File: config.mk
export PLATFORM = sky130hd
export DESIGN_NAME = sdram_mport_arbit
export DESIGN_NICKNAME = d
export VERILOG_FILES = /design/src/rtl/sdram_mport_arbit.sv
export SDC_FILE = /design/constraint.sdc
export NUM_CORES = 1
export LEC_CHECK = 0
export BUFFER_PORTS_ARGS = -buffer_cell sky130_fd_sc_hd__buf_2
export CORE_MARGIN = 3
export CORE_UTILIZATION = 49
export CTS_CLUSTER_DIAMETER = 40
export DETAILED_ROUTE_END_ITERATION = 6
export PLACE_DENSITY = 0.88
export SLEW_MARGIN = 20
export SYNTH_ARGS = -nofsm -noshare
export SYNTH_HDL_FRONTEND = slang
export SYNTH_SLANG_ARGS = --single-unit
File: constraint.sdc
create_clock -name sys_clk -period 6.1 [get_ports sys_clk]
set_input_delay 0.915 -clock sys_clk [delete_from_list [all_inputs] [get_ports sys_clk]]
set_output_delay 0.915 -clock sys_clk [all_outputs]
set_load 0.02 [all_outputs]
File: src/rtl/sdram_mport_arbit.sv
// Multi-port SDRAM request arbiter. Grants one user port at a time
// (round-robin), hands the latched address/burst length to the write or
// read engine, and interleaves auto-refresh with priority over new grants.
//
// state      | meaning
// -----------+-----------------------------------------------------------
// INIT_WAIT  | waiting for SDRAM initialisation to complete
// IDLE       | arbitration point: refresh first, then round-robin ports
// AREF       | refresh engine enabled until aref_end_i or timeout
// WRITE      | write engine enabled for the granted port
// READ       | read engine enabled for the granted port
// DONE       | one-cycle completion pulse to the granted port
module sdram_mport_arbit #(
  parameter int NUM_PORTS = 4,
  parameter int ADDR_W    = 24,
  parameter int BLEN_W    = 10,
  parameter int TIMEOUT   = 1023,
  localparam int PTR_W    = (NUM_PORTS > 1) ? $clog2(NUM_PORTS) : 1,
  localparam int CNT_W    = $clog2(TIMEOUT + 1)
) (
  input  logic                        sys_clk,
  input  logic                        sys_rst_n,
  input  logic                        init_end_i,
  input  logic                        aref_req_i,
  input  logic                        aref_end_i,
  input  logic [NUM_PORTS-1:0]        port_req_i,
  input  logic [NUM_PORTS-1:0]        port_we_i,
  input  logic [NUM_PORTS*ADDR_W-1:0] port_addr_i,
  input  logic [NUM_PORTS*BLEN_W-1:0] port_blen_i,
  output logic [NUM_PORTS-1:0]        port_gnt_o,
  output logic [NUM_PORTS-1:0]        port_done_o,
  output logic                        aref_en_o,
  output logic                        wr_en_o,
  output logic                        rd_en_o,
  input  logic                        wr_end_i,
  input  logic                        rd_end_i,
  output logic [ADDR_W-1:0]           eng_addr_o,
  output logic [BLEN_W-1:0]           eng_blen_o,
  output logic [PTR_W-1:0]            cur_port_o,
  output logic                        err_o
);

  typedef enum logic [2:0] {
    ST_INIT_WAIT,
    ST_IDLE,
    ST_AREF,
    ST_WRITE,
    ST_READ,
    ST_DONE
  } state_t;

  // The engine state is aborted one cycle after the enable has been high
  // for TIMEOUT cycles; that extra cycle carries the err_o pulse.
  localparam logic [CNT_W-1:0] CNT_TO    = CNT_W'(TIMEOUT);
  localparam logic [CNT_W-1:0] CNT_TO_M1 = CNT_W'(TIMEOUT - 1);

  state_t                state_q, state_d;
  logic [PTR_W-1:0]      ptr_q, ptr_d;
  logic [CNT_W-1:0]      cnt_q, cnt_d;
  logic [NUM_PORTS-1:0]  gnt_q, gnt_d;
  logic [NUM_PORTS-1:0]  done_q, done_d;
  logic                  aref_en_q, aref_en_d;
  logic                  wr_en_q, wr_en_d;
  logic                  rd_en_q, rd_en_d;
  logic                  err_q, err_d;
  logic [ADDR_W-1:0]     addr_q, addr_d;
  logic [BLEN_W-1:0]     blen_q, blen_d;
  logic [PTR_W-1:0]      cur_q, cur_d;

  logic [ADDR_W-1:0]     addr_arr [NUM_PORTS];
  logic [BLEN_W-1:0]     blen_arr [NUM_PORTS];
  logic                  win_vld;
  logic [PTR_W-1:0]      win_idx;
  logic [PTR_W-1:0]      cand;
  logic                  end_hit;

  for (genvar g = 0; g < NUM_PORTS; g++) begin : g_unpack
    assign addr_arr[g] = port_addr_i[g*ADDR_W +: ADDR_W];
    assign blen_arr[g] = port_blen_i[g*BLEN_W +: BLEN_W];
  end

  // Round-robin search: first requesting port after the last granted one.
  always_comb begin
    win_vld = 1'b0;
    win_idx = '0;
    cand    = '0;
    for (int i = 1; i <= NUM_PORTS; i++) begin
      cand = PTR_W'((int'(ptr_q) + i) % NUM_PORTS);
      if (!win_vld && port_req_i[cand]) begin
        win_vld = 1'b1;
        win_idx = cand;
      end
    end
  end

  // Next-state and next-output logic; every output is a registered copy.
  always_comb begin
    state_d   = state_q;
    ptr_d     = ptr_q;
    cnt_d     = cnt_q;
    gnt_d     = gnt_q;
    done_d    = '0;
    aref_en_d = aref_en_q;
    wr_en_d   = wr_en_q;
    rd_en_d   = rd_en_q;
    err_d     = 1'b0;
    addr_d    = addr_q;
    blen_d    = blen_q;
    cur_d     = cur_q;
    end_hit   = (state_q == ST_WRITE) ? wr_end_i : rd_end_i;
    case (state_q)
      ST_INIT_WAIT: begin
        if (init_end_i) state_d = ST_IDLE;
      end
      ST_IDLE: begin
        if (aref_req_i) begin
          state_d   = ST_AREF;
          aref_en_d = 1'b1;
          cnt_d     = '0;
        end else if (win_vld) begin
          cur_d          = win_idx;
          gnt_d          = '0;
          gnt_d[win_idx] = 1'b1;
          addr_d         = addr_arr[win_idx];
          blen_d         = blen_arr[win_idx];
          cnt_d          = '0;
          // A zero-length burst still gets a grant cycle, but no engine.
          if (port_we_i[win_idx]) begin
            state_d = ST_WRITE;
            wr_en_d = (blen_arr[win_idx] != '0);
          end else begin
            state_d = ST_READ;
            rd_en_d = (blen_arr[win_idx] != '0);
          end
        end
      end
      ST_AREF: begin
        if (cnt_q == CNT_TO) begin
          state_d = ST_IDLE;
        end else if (aref_end_i) begin
          state_d   = ST_IDLE;
          aref_en_d = 1'b0;
        end else if (cnt_q == CNT_TO_M1) begin
          aref_en_d = 1'b0;
          err_d     = 1'b1;
          cnt_d     = cnt_q + CNT_W'(1);
        end else begin
          cnt_d = cnt_q + CNT_W'(1);
        end
      end
      ST_WRITE, ST_READ: begin
        if (blen_q == '0 || cnt_q == CNT_TO || end_hit) begin
          state_d        = ST_DONE;
          done_d[cur_q]  = 1'b1;
          gnt_d          = '0;
          wr_en_d        = 1'b0;
          rd_en_d        = 1'b0;
        end else if (cnt_q == CNT_TO_M1) begin
          wr_en_d = 1'b0;
          rd_en_d = 1'b0;
          err_d   = 1'b1;
          cnt_d   = cnt_q + CNT_W'(1);
        end else begin
          cnt_d = cnt_q + CNT_W'(1);
        end
      end
      ST_DONE: begin
        state_d = ST_IDLE;
        ptr_d   = cur_q;
      end
      default: state_d = ST_INIT_WAIT;
    endcase
  end

  // State and output registers; reset leaves port 0 as the first winner.
  always_ff @(posedge sys_clk or negedge sys_rst_n) begin
    if (!sys_rst_n) begin
      state_q   <= ST_INIT_WAIT;
      ptr_q     <= PTR_W'(NUM_PORTS - 1);
      cnt_q     <= '0;
      gnt_q     <= '0;
      done_q    <= '0;
      aref_en_q <= 1'b0;
      wr_en_q   <= 1'b0;
      rd_en_q   <= 1'b0;
      err_q     <= 1'b0;
      addr_q    <= '0;
      blen_q    <= '0;
      cur_q     <= '0;
    end else begin
      state_q   <= state_d;
      ptr_q     <= ptr_d;
      cnt_q     <= cnt_d;
      gnt_q     <= gnt_d;
      done_q    <= done_d;
      aref_en_q <= aref_en_d;
      wr_en_q   <= wr_en_d;
      rd_en_q   <= rd_en_d;
      err_q     <= err_d;
      addr_q    <= addr_d;
      blen_q    <= blen_d;
      cur_q     <= cur_d;
    end
  end

  assign port_gnt_o  = gnt_q;
  assign port_done_o = done_q;
  assign aref_en_o   = aref_en_q;
  assign wr_en_o     = wr_en_q;
  assign rd_en_o     = rd_en_q;
  assign err_o       = err_q;
  assign eng_addr_o  = addr_q;
  assign eng_blen_o  = blen_q;
  assign cur_port_o  = cur_q;

endmodule

# [Yosys cells after proc, flatten, opt, wreduce, memory -nomap -nowiden]
# Index checks and enable logic that the tools add are counted.
[classes] reduce_logical=24 muxes=68 eq_ne=21 add_sub_neg=5 order_cmp=9 bitwise=2
[ops] op="$mux 10" count=7
[ops] op="$bmux 24 s2" count=1
[ops] op="$mux 24" count=2
[ops] op="$pmux 10 s3" count=1
[ops] op="$mux 1" count=27
[ops] op="$mux 3" count=7
[ops] op="$bmux 10 s2" count=1
[ops] op="$eq 10x10->1 const B" count=2
[ops] op="$mux 4" count=5
[ops] op="$ne 2x2->1 const B" count=10
[ops] op="$lt 2x3->1 const B" count=6
[ops] op="$pmux 3 s5" count=1
[ops] op="$reduce_and 5->1" count=3
[ops] op="$ne 3x3->1 const B" count=4
[ops] op="$reduce_and 4->1" count=3
[ops] op="$add 10x1->10 const B" count=1
[ops] op="$bmux 1 s2" count=5
[ops] op="$logic_not 10->1" count=1
[ops] op="$reduce_bool 10->1" count=1
[ops] op="$mux 2" count=4
[ops] op="$pmux 1 s2" count=4
[ops] op="$pmux 4 s2" count=1
[ops] op="$eq 3x2->1 const B" count=2
[ops] op="$eq 3x3->1 const B" count=2
[ops] op="other kinds (16)" count=28
[totals] elab_cells=141 register_bits=63 inputBits=151

# [Logic depth before layout (Yosys ltp)]
# Gate-level depths: netlist of the first run.
[logic_depth] depth_word=22 mapped_depth=12

# [Worst setup path after synthesis of the first run]
# OpenSTA, ideal clock, no wires.
[synth_path] path_type="input to register" start="input port port_req_i[1]" end="register wr_en_q, in the netlist wr_en_o" path_slack_ps=2966 arrival_time_ps=3004 path_stages=10 setup_time_ps=130 cell_sequence="buf_2 > and3_1 > a31oi_1 > and2_1 > clkbuf_1 > buf_2 > mux4_1 > or2_2 > nor4_2 > o31ai_1"
[synth_via] elab_chain_cells=21 word_cells_on_any_way=36
[synth_lines] element="from (decl)" line_no="26" text="input logic [NUM_PORTS-1:0] port_req_i,"
[synth_lines] element="$bmux 1 s2" line_no="89" text="if (!win_vld && port_req_i[cand]) begin"
[synth_lines] element="$mux 1 (implied by the code)" line_no="89"
[synth_lines] element="$mux 1" line_no="89"
[synth_lines] element="$logic_not 1->1" line_no="89"
[synth_lines] element="$logic_and 1x1->1" line_no="89"
[synth_lines] element="$mux 1" line_no="89"
[synth_lines] element="$logic_not 1->1" line_no="89"
[synth_lines] element="$logic_and 1x1->1" line_no="89"
[synth_lines] element="[... 4 more ...]"
[synth_lines] element="$not 2->3 (implied by the code)" line_no="130" text="wr_en_d = (blen_arr[win_idx] != '0);"
[synth_lines] element="$bmux 10 s2" line_no="130"
[synth_lines] element="$mux 10 (implied by the code) (2 in series)" line_no="130"
[synth_lines] element="$reduce_bool 10->1" line_no="130"
[synth_lines] element="$mux 1" line_no="128" text="if (port_we_i[win_idx]) begin"
[synth_lines] element="$mux 1" line_no="120" text="end else if (win_vld) begin"
[synth_lines] element="$mux 1" line_no="116" text="if (aref_req_i) begin"
[synth_lines] element="$pmux 1 s2" line_no="111" text="case (state_q)"
[synth_lines] element="to (signal assigned)" line_no="197" text="wr_en_q <= wr_en_d;"
[synth_lines] element="to (decl)" line_no="63" text="logic wr_en_q, wr_en_d;"
# Several ways; a longest one is shown, not always the timed one. The select of a mux whose other input is x is not followed.
# A chain may end at the register's enable or synchronous reset.

# [Worst setup path after layout of the first run]
[layout_path] start="input port port_req_i[2]" end="register rd_en_q, in the netlist rd_en_o"
[layout_via] elab_chain_cells=21 word_cells_on_any_way=36
[layout_lines] element="$bmux 1 s2" line_no="89"
[layout_lines] element="$mux 1 (implied by the code)" line_no="89"
[layout_lines] element="$mux 1" line_no="89"
[layout_lines] element="$logic_not 1->1" line_no="89"
[layout_lines] element="$logic_and 1x1->1" line_no="89"
[layout_lines] element="$mux 1" line_no="89"
[layout_lines] element="$logic_not 1->1" line_no="89"
[layout_lines] element="$logic_and 1x1->1" line_no="89"
[layout_lines] element="[... 4 more ...]"
[layout_lines] element="$not 2->3 (implied by the code)" line_no="133" text="rd_en_d = (blen_arr[win_idx] != '0);"
[layout_lines] element="$bmux 10 s2" line_no="133"
[layout_lines] element="$mux 10 (implied by the code) (2 in series)" line_no="133"
[layout_lines] element="$reduce_bool 10->1" line_no="133"
[layout_lines] element="$mux 1" line_no="128"
[layout_lines] element="$mux 1" line_no="120"
[layout_lines] element="$mux 1" line_no="116"
[layout_lines] element="$pmux 1 s2" line_no="111"
[layout_lines] element="to (signal assigned)" line_no="198" text="rd_en_q <= rd_en_d;"
[layout_lines] element="to (decl)" line_no="64" text="logic rd_en_q, rd_en_d;"
# Several ways; a longest one is shown, not always the timed one. The select of a mux whose other input is x is not followed.

==> results.md, run 1 <==
- Gpl congestion: 0.907
- # fillers: about 630
- Total of max-cap violations: 0
- Maximum clock insertion buffer count: 2
- DR iter-0 viols: 271
- Die ar.: between 8000 and 9000 um^2
- Hold_sp: eng_addr_o[9]$_DFFE_PN0P_
- Pre-antenna DRT Iters: 5
- Clk slew on worst S/H paths: 0.07 ns
- Vias/cell: about 5.9
- Remaining Overflow, GRT: 0
- Clock root buffer: clkbuf_8
- Worst r2r src: ptr_q[1]$_DFFE_PN1N_
- Post-synthesis sequential area ratio: 41.3%
- Final Hold Viols: 0
- Mapped Cells: 452
- Delay-heaviest family, CP: simple AND/OR/NAND/NOR gates
- Final worst path period need: 3.45 ns
- Critical path startpoint: port_req_i[2]
- Final Slew Violations: 0
- Share of post-route cells with drive strength above 1: approximately 37%
- Worst-margin pin slew: 1.07 ns
- # rows: 31
- GRT Total Usage: 28.5%
- Setup ws final: 2.65 ns
- Share of Yosys cell area claimed by the top area cell type: 39.9%
- Initial antenna violation count: 0
- CP Buf/Inv Count: 2
- DR WL/cell: 17.4 um
- CP Launch Type: input pin
- Vias: 4299
- Worst Hold Slack: 0.479 ns
- Crit end category: flip-flop
- Worst EP arrival: around 3.7 ns
- Status: finished, final reports clean
- Top cells by area, synth: dfrtp_1, nand2_1, a221oi_1
- Port Buffers: 198
- Die Width: about 94 um
- Post-synth top cells: nand2_1, dfrtp_1, a21oi_1, o21ai_0, clkbuf_1
- Post-synth EDFFs: 0
- Post-cts sizing count: 0
- Initial Utilization: 51.6%
- Tcrit/Tclk final: 56.5%
- Critical path, cell by cell: buf_2 > nand2b_1 > a21boi_2 > o21a_1 > buf_4 > mux4_2 > or4_1 > nor4_2 > o22ai_1
- Largest net degree at the start of global routing: 67
- Layout area overhead: 32.3%
- Critical path's slowest cell: mux4_2
- Final setup vio count: 0
- Synthesis Warnings: 0
- Post-Syn Area: 3820 um^2
- Worst-path fanout max: 32
- I/O Pins: 199
- Layout net count: 782
- Req. time, crit path: 6.31 ns
- Sink Count: 63
- Main synth FF type: dfrtp_1
- Final Non-Filler Cells: 733
- Post-synthesis sequential element count: 63
- Power Density: approximately 460 nW/um^2
- WL final: 12700 um
- Post-CTS Hold Buffers: 0
- Hold Crit Class: flip-flop to flip-flop
- Slew margin rel.: 28.3%
- Die H: around 94 um
- ANT nets after route: 0
- Cell variety after synth: 54
- RSZ-0062 raised after global routing: no
- Worst-Skew Late Latency: 0.34 ns
- Syn_area_per_cell: 8.46 um^2
- Antenna diodes: 0
- Post-DP HPWL: 9620 um
- Final Skew: around 0.0046 ns
- Core Area: ~7400 um^2
- DR DRC count: 0
- Setup bufs post-CTS: 0
- Post-synth top area cell: dfrtp_1
- Async SR Flop Fraction: 100%
- Vias in the first global route: 4206
- Count leader, synth: nand2_1
- CTS tree: yes
- Final TNS setup: 0 ns
- Total number of H-tree levels: 3
- Max incr delay on CP: 0.57 ns
- Leakage power: 2.57 nW
- CP Class: input pin to flip-flop
- Post-Syn Nets: 605
- Fmax: 290 MHz
- Post-place setup slack: 2.08 ns
- Worst vdd ir: 0.257 mV
- First-pass GRT wire length: around 20000 um
- Num CTS Buffers: 9
- Placed cell count: 717
layout by cell type, fill, tap and decap left out, types with 4 or more instances in the layout:
master / count
buf_2: 198
nand2_1: 114
dfrtp_1: 61
a21oi_1: 32
o21ai_0: 29
a221oi_1: 25
o21ai_1: 12
nor2_1: 11
o31ai_1: 10
inv_1: 9
nand3_1: 9
clkbuf_8: 9
a211oi_1: 8
o22ai_1: 7
nand2b_1: 6
o211a_1: 5
a21boi_0: 5
and3_1: 4
and2_1: 4
a31oi_1: 4
nor2b_1: 4
o211ai_1: 4
buf_4: 4
sequential cells by signal (all words and copies together) (netlist names):
signal,cells
eng_blen_o,10
port_done_o,4
rd_en_o,1
state_q,3
aref_en_o,1
err_o,1
ptr_q,2
wr_en_o,1
eng_addr_o,24
cnt_q,10
port_gnt_o,4
cur_port_o,2
tightest hold or removal path, cell delays in order (launching register included):
cell     delay [ns]
dfrtp_1        0.35
nand2_1        0.04
o21ai_0        0.06
power breakdown:
part	switching, mW	internal (mW)	total, mW
Clock	0.173	0.273	0.446
Combinational	0.734	0.419	1.15
Sequential	0.134	0.579	0.714
Total	1.04	1.27	2.31
routing by layer:
layer	part of all wire, %	up-vias	track usage, %
met5	0	-	0
met2	52	233	48.3
met3	8.8	31	8.21
met4	2.2	0	10.1
li1	-	2019	-
met1	37	2016	34.6
final timing paths:
check                      depth (start not counted)  slack, ns                        end
max                                                9       2.65        rd_en_o$_DFFE_PN0P_
min                                                2       0.48  eng_addr_o[9]$_DFFE_PN0P_
max reg2reg                                        8       2.76        rd_en_o$_DFFE_PN0P_
min reg2reg                                        2       0.48  eng_addr_o[9]$_DFFE_PN0P_
max in group asynchronous                          2       4.85     state_q[0]$_DFFE_PN0P_
min in group asynchronous                          2       0.72       cnt_q[3]$_DFFE_PN0P_
cell families (layout without fill, tap and decap cells):
| group | Yosys count | after routing | share of synthesized area, % |
|---|---|---|---|
| AOI/OAI and AO/OA | 158 | 158 | 27.6 |
| adders and majority gates | 2 | 2 | 0.654 |
| buffers and inverters | 45 | 227 | 4.94 |
| DFF | 63 | 63 | 41.3 |
| muxes | 10 | 10 | 4.94 |
| and+or+nand+nor | 174 | 174 | 20.5 |
per-stage QoR:
stage                     cell area, um^2  util (%)  power [mW]
after floorplan                      3820         -        1.51
after global placement               4820      65.0        1.81
after detailed placement             4820      65.0        1.86
after CTS                            5060      68.3        2.31
after global routing                 5060      68.3        2.48
final                                5060      68.3        2.31
final cells by class:
class	count	area, um^2	share of cell area, %
clock inverter	7	120	2.37
tap	99	124	2.45
clock buffer	9	124	2.45
multi-input combinational	344	2060	40.7
sequential	63	1580	31.2
inverter	9	33.8	0.667
timing repair buffer	202	1020	20.2
Note: power is estimated with default switching activity, not from simulation.
==> run 2: changes to the inputs <==
Settings changed: ABC_AREA set to 1, CORE_UTILIZATION 49 to 42, PLACE_DENSITY 0.88 to 0.8.
Clock period 6.1 ns to 3.1 ns, I/O delays scaled along.
==> run 2 against run 1 <==
  * Routed wire length is 1.1% lower
  * Sequential power is 99% higher
  * Synthesized cell count is 19% higher
  * Final cell count is 15% higher
  * Global-route usage is 5.5 points lower
  * Count of clock-buffer cells in the layout is 3 higher
  * Largest power group unchanged
  * Combinational power grew to 3.5 times the previous value
  * Critical endpoint unchanged
  * Register-to-register slack worse by 2.4 ns
  * Utilization is 10 points lower
  * Sequential share of layout area is 0.54 points lower
  * Critical path type is now flip-flop to flip-flop
  * Flip-flop and latch count stayed put
==> results.md, run 2 <==
- Multi-input logic area: 2020 um^2
- Setup ws final: 0.337 ns
- First-pass GRT wire length: 19200 um
- Share of Yosys cell area claimed by the top area cell type: 39.0%
- Post-Syn Area: about 4000 um^2
- Gpl congestion: 0.952
- WL final: 12600 um
- Post-synth EDFFs: 0
- Clk slew on worst S/H paths: 0.07 ns
- Initial Utilization: 44.0%
- Final worst path period need: 2.76 ns
- # rows: 34
- Vias in the first global route: 4133
- CP Class: flip-flop to flip-flop
- Max reg flops: 24
- I/O Pins: ~200
- Max incr delay on CP: 0.66 ns
- Share of post-route cells with drive strength above 1: about a third
- Worst vdd ir: ~0.52 mV
- Critical path, cell by cell: inv_2 > nand2_1 > nand2_1 > nand2_1 > nand2_2 > o21ai_1 > nand3_4 > nand2_8 > nor2_4 > nand2_1 > nand2_1 > nor2_1 > nand2_1 > nor2_1 > nand2_1 > nand3_1 > nand2_1
- Tcrit/Tclk final: ~89%
- CTS tree: yes
- Fmax: 362 MHz
- Async SR Flop Fraction: 100%
- Setup bufs post-CTS: 0
- Main synth FF type: dfrtp_1
- Status: finished, final reports clean
- Slew margin rel.: between 40% and 50%
- # fillers: about 840
- Sink Count: between 60 and 70
- Die Width: just over 100 um
- Crit end category: flip-flop
- Pre-antenna DRT Iters: 5
- Syn_area_per_cell: 7.29 um^2
- Post-place setup slack: 0.304 ns
- Vias: 4526
- Die H: about 100 um
- Post-synthesis sequential area ratio: 40.4%
- Total number of H-tree levels: 3
- Commonest non-fill, non-tap cell in the layout: buf_2
- Post-DP HPWL: 9910 um
- Worst-path fanout max: 18
- Final Slew Violations: 0
- Layout area overhead: 31.6%
- Port Buffers: roughly 200
- Worst-margin pin slew: 0.795 ns
- Synthesis Warnings: 0
- Critical path startpoint: ptr_q[0]$_DFFE_PN1N_
- Final TNS setup: 0 ns
- Top cells by area, synth: dfrtp_1, nand2_1, a22oi_1
- DR WL/cell: 14.9 um
- Design Area, Final: approximately 5100 um^2
- Post-CTS Hold Buffers: 0
- Worst r2r src: ptr_q[0]$_DFFE_PN1N_
- Maximum clock insertion buffer count: 2
- Final Hold Viols: 0
- Post-synth top area cell: dfrtp_1
- Layout net count: 885
- Clock root buffer: clkbuf_8
- GRT Total Usage: 23.0%
- Util after Layout: between 50% and 60%
- Worst-Skew Late Latency: 0.34 ns
- ANT nets after route: 0
- Final Skew: 0.00852 ns
- Commonest cells after routing, fill and taps aside: buf_2, nand2_1, nor2_1, dfrtp_1, inv_1
- Mapped Cells: 537
- Post-Syn Nets: 690
- Vias/cell: about 5.4
- Post-synthesis sequential element count: 63
- RSZ-0062 raised after global routing: no
- Largest net degree at the start of global routing: 64
- Leakage power: around 2.7 nW
- Most frequent CP cell: nand2_1
- Placed cell area: 4960 um^2
- Cell variety after synth: 37
- Power Density: between 1000 and 1500 nW/um^2
- Antenna diodes: 0
- Critical path's slowest cell: dfstp_2
- Hold Crit Class: input pin to asynchronous set/reset pin
- Initial antenna violation count: 0
- Remaining Overflow, GRT: 0
- Core Area: 8890 um^2
- FF/Latch Area: about 1600 um^2
- DR DRC count: 0
- Req. time, crit path: 3.33 ns
- Count leader, synth: nand2_1
- Die ar.: 10500 um^2
- CP Launch Type: flip-flop
- Final setup vio count: 0
- DR iter-0 viols: 198
- Post-synth top cells: nand2_1, dfrtp_1, nor2_1, inv_1, a22oi_1
- Worst EP arrival: 2.99 ns
- Total of max-cap violations: 0
- Num CTS Buffers: 9
==> run 2: cell types whose count changed after synthesis, moves of 15 or more <==
cell and change:
a21oi_1 -25, a221oi_1 -23, a22oi_1 +30, clkbuf_1 -24
inv_1 +30, nand2_1 +66, nand3_1 +15, nor2_1 +50
==> run 2: through the flow <==
step	hold slack (ns)	std cells	power, mW
after global placement	0.463	829	5.29
after CTS	0.320	845	6.07
after detailed placement	0.466	829	5.40
after floorplan	0.169	537	4.48
final	0.279	845	6.11
after global routing	0.360	845	6.65
==> run 2: critical path, delay by kind of cell (launching register included) <==
family,cells,cell delay [ns]
AO/OA/AOI/OAI,1,0.24
buffers and inverters,1,0.14
flip-flops,1,0.66
AND/OR/NAND/NOR,15,1.60
==> run 2: metal layers <==
| metal | share of wire [%] | vias up | track usage [%] |
|---|---|---|---|
| met5 | 0 | - | 0 |
| met4 | 1.7 | 0 | 7.67 |
| met3 | 6.8 | 23 | 4.53 |
| met2 | 50 | 207 | 38.2 |
| met1 | 42 | 2104 | 30.1 |
| li1 | - | 2192 | - |
==> run 2: timing repair <==
action | 4_1_cts | 5_1_grt
endpoints found under the hold margin | 0 | 0
resized for setup | 0 | 2
setup endpoints to repair | 0 | 5
==> run 2: worst paths after layout <==
check / end / slack, ns / cells past startpoint
worst min register to register: eng_addr_o[19]$_DFFE_PN0P_ / 0.50 / 2
max in group asynchronous: port_gnt_o[3]$_DFFE_PN0P_ / 2.28 / 2
worst max register to register: rd_en_o$_DFFE_PN0P_ / 0.34 / 17
worst min-delay path: eng_addr_o[1]$_DFFE_PN0P_ / 0.28 / 2
worst max-delay path: rd_en_o$_DFFE_PN0P_ / 0.34 / 17
min in group sys_clk: eng_addr_o[7]$_DFFE_PN0P_ / 0.42 / 3
==> run 2: power breakdown <==
part / switching, mW / total (mW) / internal, mW
Sequential: 0.253 / 1.42 / 1.16
Clock: 0.322 / 0.651 / 0.329
Combinational: 2.71 / 4.04 / 1.33
==> run 2: kinds of logic after synthesis <==
kind of cell / count (synthesis) / synth area share [%]
buffers and inverters: 69 / 8.15
AO/OA/AOI/OAI: 96 / 16.4
XOR/XNOR: 1 / 0.224
flip-flops: 63 / 40.4
adder cells (fa/ha/maj): 2 / 0.639
AND/OR/NAND/NOR: 306 / 34.2
==> run 2: final cells by class <==
class | instances | share of cell area (%)
clock buffer | 12 | 3.01
clock inverter | 4 | 0.389
inverter | 48 | 3.50
multi-input combinational | 405 | 39.3
sequential | 63 | 30.7
tap | 108 | 2.62
timing repair buffer | 205 | 20.5
==> run 3: changes to the inputs <==
Settings changed: ABC_AREA 1 to not set, CORE_UTILIZATION 42 to 41, PLACE_DENSITY 0.8 to 0.79.
==> run 3 against run 2 <==
  * Critical endpoint is now wr_en_o$_DFFE_PN0P_
  * Register-to-register slack got worse by 0.22 ns
  * Largest power group unchanged
  * Sequential power about the same
  * Largest cell class unchanged
  * Power decreased by 25%
==> results.md, run 3 (same netlist as run 1, synthesis figures left out) <==
- FF-to-FF End: wr_en_o$_DFFE_PN0P_
- R2R setup slack: 0.12 ns
- Final worst path period need: just under 3 ns
- ANT nets after route: 0
- Power Density: 892 nW/um^2
- Worst-margin pin slew: 1.07 ns
- DR DRC count: 0
- Layout net count: 790
- CP Class: flip-flop to flip-flop
- Commonest cells after routing, fill and taps aside: buf_2, nand2_1, dfrtp_1
- Worst vdd ir: 0.492 mV
- M2 GR Usage: 38.4%
- Routing usage on met1: approximately a third
- Die ar.: roughly 11000 um^2
- CP Launch Type: flip-flop
- Final setup vio count: 0
- Worst-Skew Late Latency: approximately 0.33 ns
- Post-cts sizing count: 0
- Initial antenna violation count: 0
- Total number of H-tree levels: 3
- Crit end category: flip-flop
- Clock root buffer: clkbuf_8
- Util after Layout: a little under 60%
- Pre-antenna DRT Iters: 4
- Leakage power: 2.62 nW
- Layout area overhead: 34.5%
- Slew margin rel.: 28.3%
- Fmax: between 300 and 400 MHz
- # rows: 34
- Final TNS setup: 0 ns
- RSZ-0062 raised after global routing: no
- Reg2reg path depth: 7
- # fillers: just over 800
- First-pass GRT wire length: 19800 um
- Total of max-cap violations: 0
- Status: finished, final reports clean
- Post-DP HPWL: 9980 um
- WL final: 12800 um
- Met3 usage in global routing: 4.53%
- Antenna diodes: 0
- Commonest non-fill, non-tap cell in the layout: buf_2
- Vias: 4288
- GRT Total Usage: 23.9%
- Req. time, crit path: between 3 and 4 ns
- Grt peak-use layer: met2
- Setup bufs post-CTS: 0
- Worst-path fanout max: 11
- Largest net degree at the start of global routing: 44
- Port Buffers: approximately 200
- Sink Count: 63
- Share of post-route cells with drive strength above 1: 37.4%
- CTS tree: yes
- Vias in the first global route: 4015
- Vias/cell: 5.72
- DR iter-0 viols: 219
- Final Skew: 0.0117 ns
- DR WL/cell: 17.1 um
- Num CTS Buffers: 9
- Maximum clock insertion buffer count: 2
- Final Hold Viols: 0
- Tcrit/Tclk final: between 90% and 100%
- FF/Latch Area: 1580 um^2
- Multi-input logic area: 2060 um^2
- Initial Utilization: 43.0%
- Hold Crit Class: input pin to asynchronous set/reset pin
- Worst r2r src: ptr_q[1]$_DFFE_PN1N_
- Die Width: 103 um
- Post-CTS Hold Buffers: 0
- Worst EP arrival: 3.18 ns
- Core Area: 8890 um^2
- Final Slew Violations: 0
- Max reg flops: 24
- Clk slew on worst S/H paths: about 0.070 ns
- Remaining Overflow, GRT: 0
- Die H: 103 um
- Gpl congestion: 0.865
- I/O Pins: roughly 200
-- run 3: worst max-delay path by stage --
stage / cells after the start / start / end / slack, ns
after floorplan: 10 / ptr_q[0]$_DFFE_PN1N_ / wr_en_o$_DFFE_PN0P_ / 0.32
after global placement: 7 / ptr_q[1]$_DFFE_PN1N_ / wr_en_o$_DFFE_PN0P_ / 0.15
after detailed placement: 7 / ptr_q[1]$_DFFE_PN1N_ / wr_en_o$_DFFE_PN0P_ / 0.03
after CTS: 7 / ptr_q[1]$_DFFE_PN1N_ / wr_en_o$_DFFE_PN0P_ / 0.02
after global routing: 7 / ptr_q[1]$_DFFE_PN1N_ / wr_en_o$_DFFE_PN0P_ / 0.02
final: 7 / ptr_q[1]$_DFFE_PN1N_ / wr_en_o$_DFFE_PN0P_ / 0.12
-- run 3: layout make-up --
type | instances | share of cell area, %
clock buffer | 14 | 3.55
clock inverter | 2 | 1.17
inverter | 9 | 0.656
multi-input combinational | 344 | 40.1
sequential | 63 | 30.7
tap | 108 | 2.63
timing repair buffer | 210 | 21.2
-- run 3: metal layers --
metal | share of wire [%] | vias up
li1 | - | 2035
met1 | 41 | 2054
met2 | 50 | 175
met3 | 6.2 | 24
met4 | 2.0 | 0
met5 | 0 | -
-- run 3: power by group --
| part | leakage [nW] | switching [mW] | internal (mW) | total [mW] |
|---|---|---|---|---|
| Sequential | 0.805 | 0.264 | 1.14 | 1.40 |
| Combinational | 1.69 | 1.44 | 0.880 | 2.32 |
| Clock | 0.123 | 0.328 | 0.542 | 0.870 |
-- run 3: critical path: stages (launching register included) --
cell	delay (ns)
dfstp_2	0.64
mux2i_1	0.21
o22a_2	0.25
o21a_2	0.28
mux4_2	0.54
or4_1	0.56
nor4_2	0.25
o31ai_1	0.13
-- run 3: through the flow --
step / hold WS (ns) / cell area (um^2) / instances / worst slack (ns) / power (mW)
after floorplan: 0.169 / 3820 / 452 / 0.324 / 2.97
after global placement: 0.447 / 4900 / 734 / 0.149 / 3.65
after detailed placement: 0.461 / 4900 / 734 / 0.0335 / 3.74
after CTS: 0.103 / 5140 / 750 / 0.0187 / 4.60
after global routing: 0.119 / 5150 / 750 / 0.0185 / 4.94
final: 0.0956 / 5150 / 750 / 0.116 / 4.59
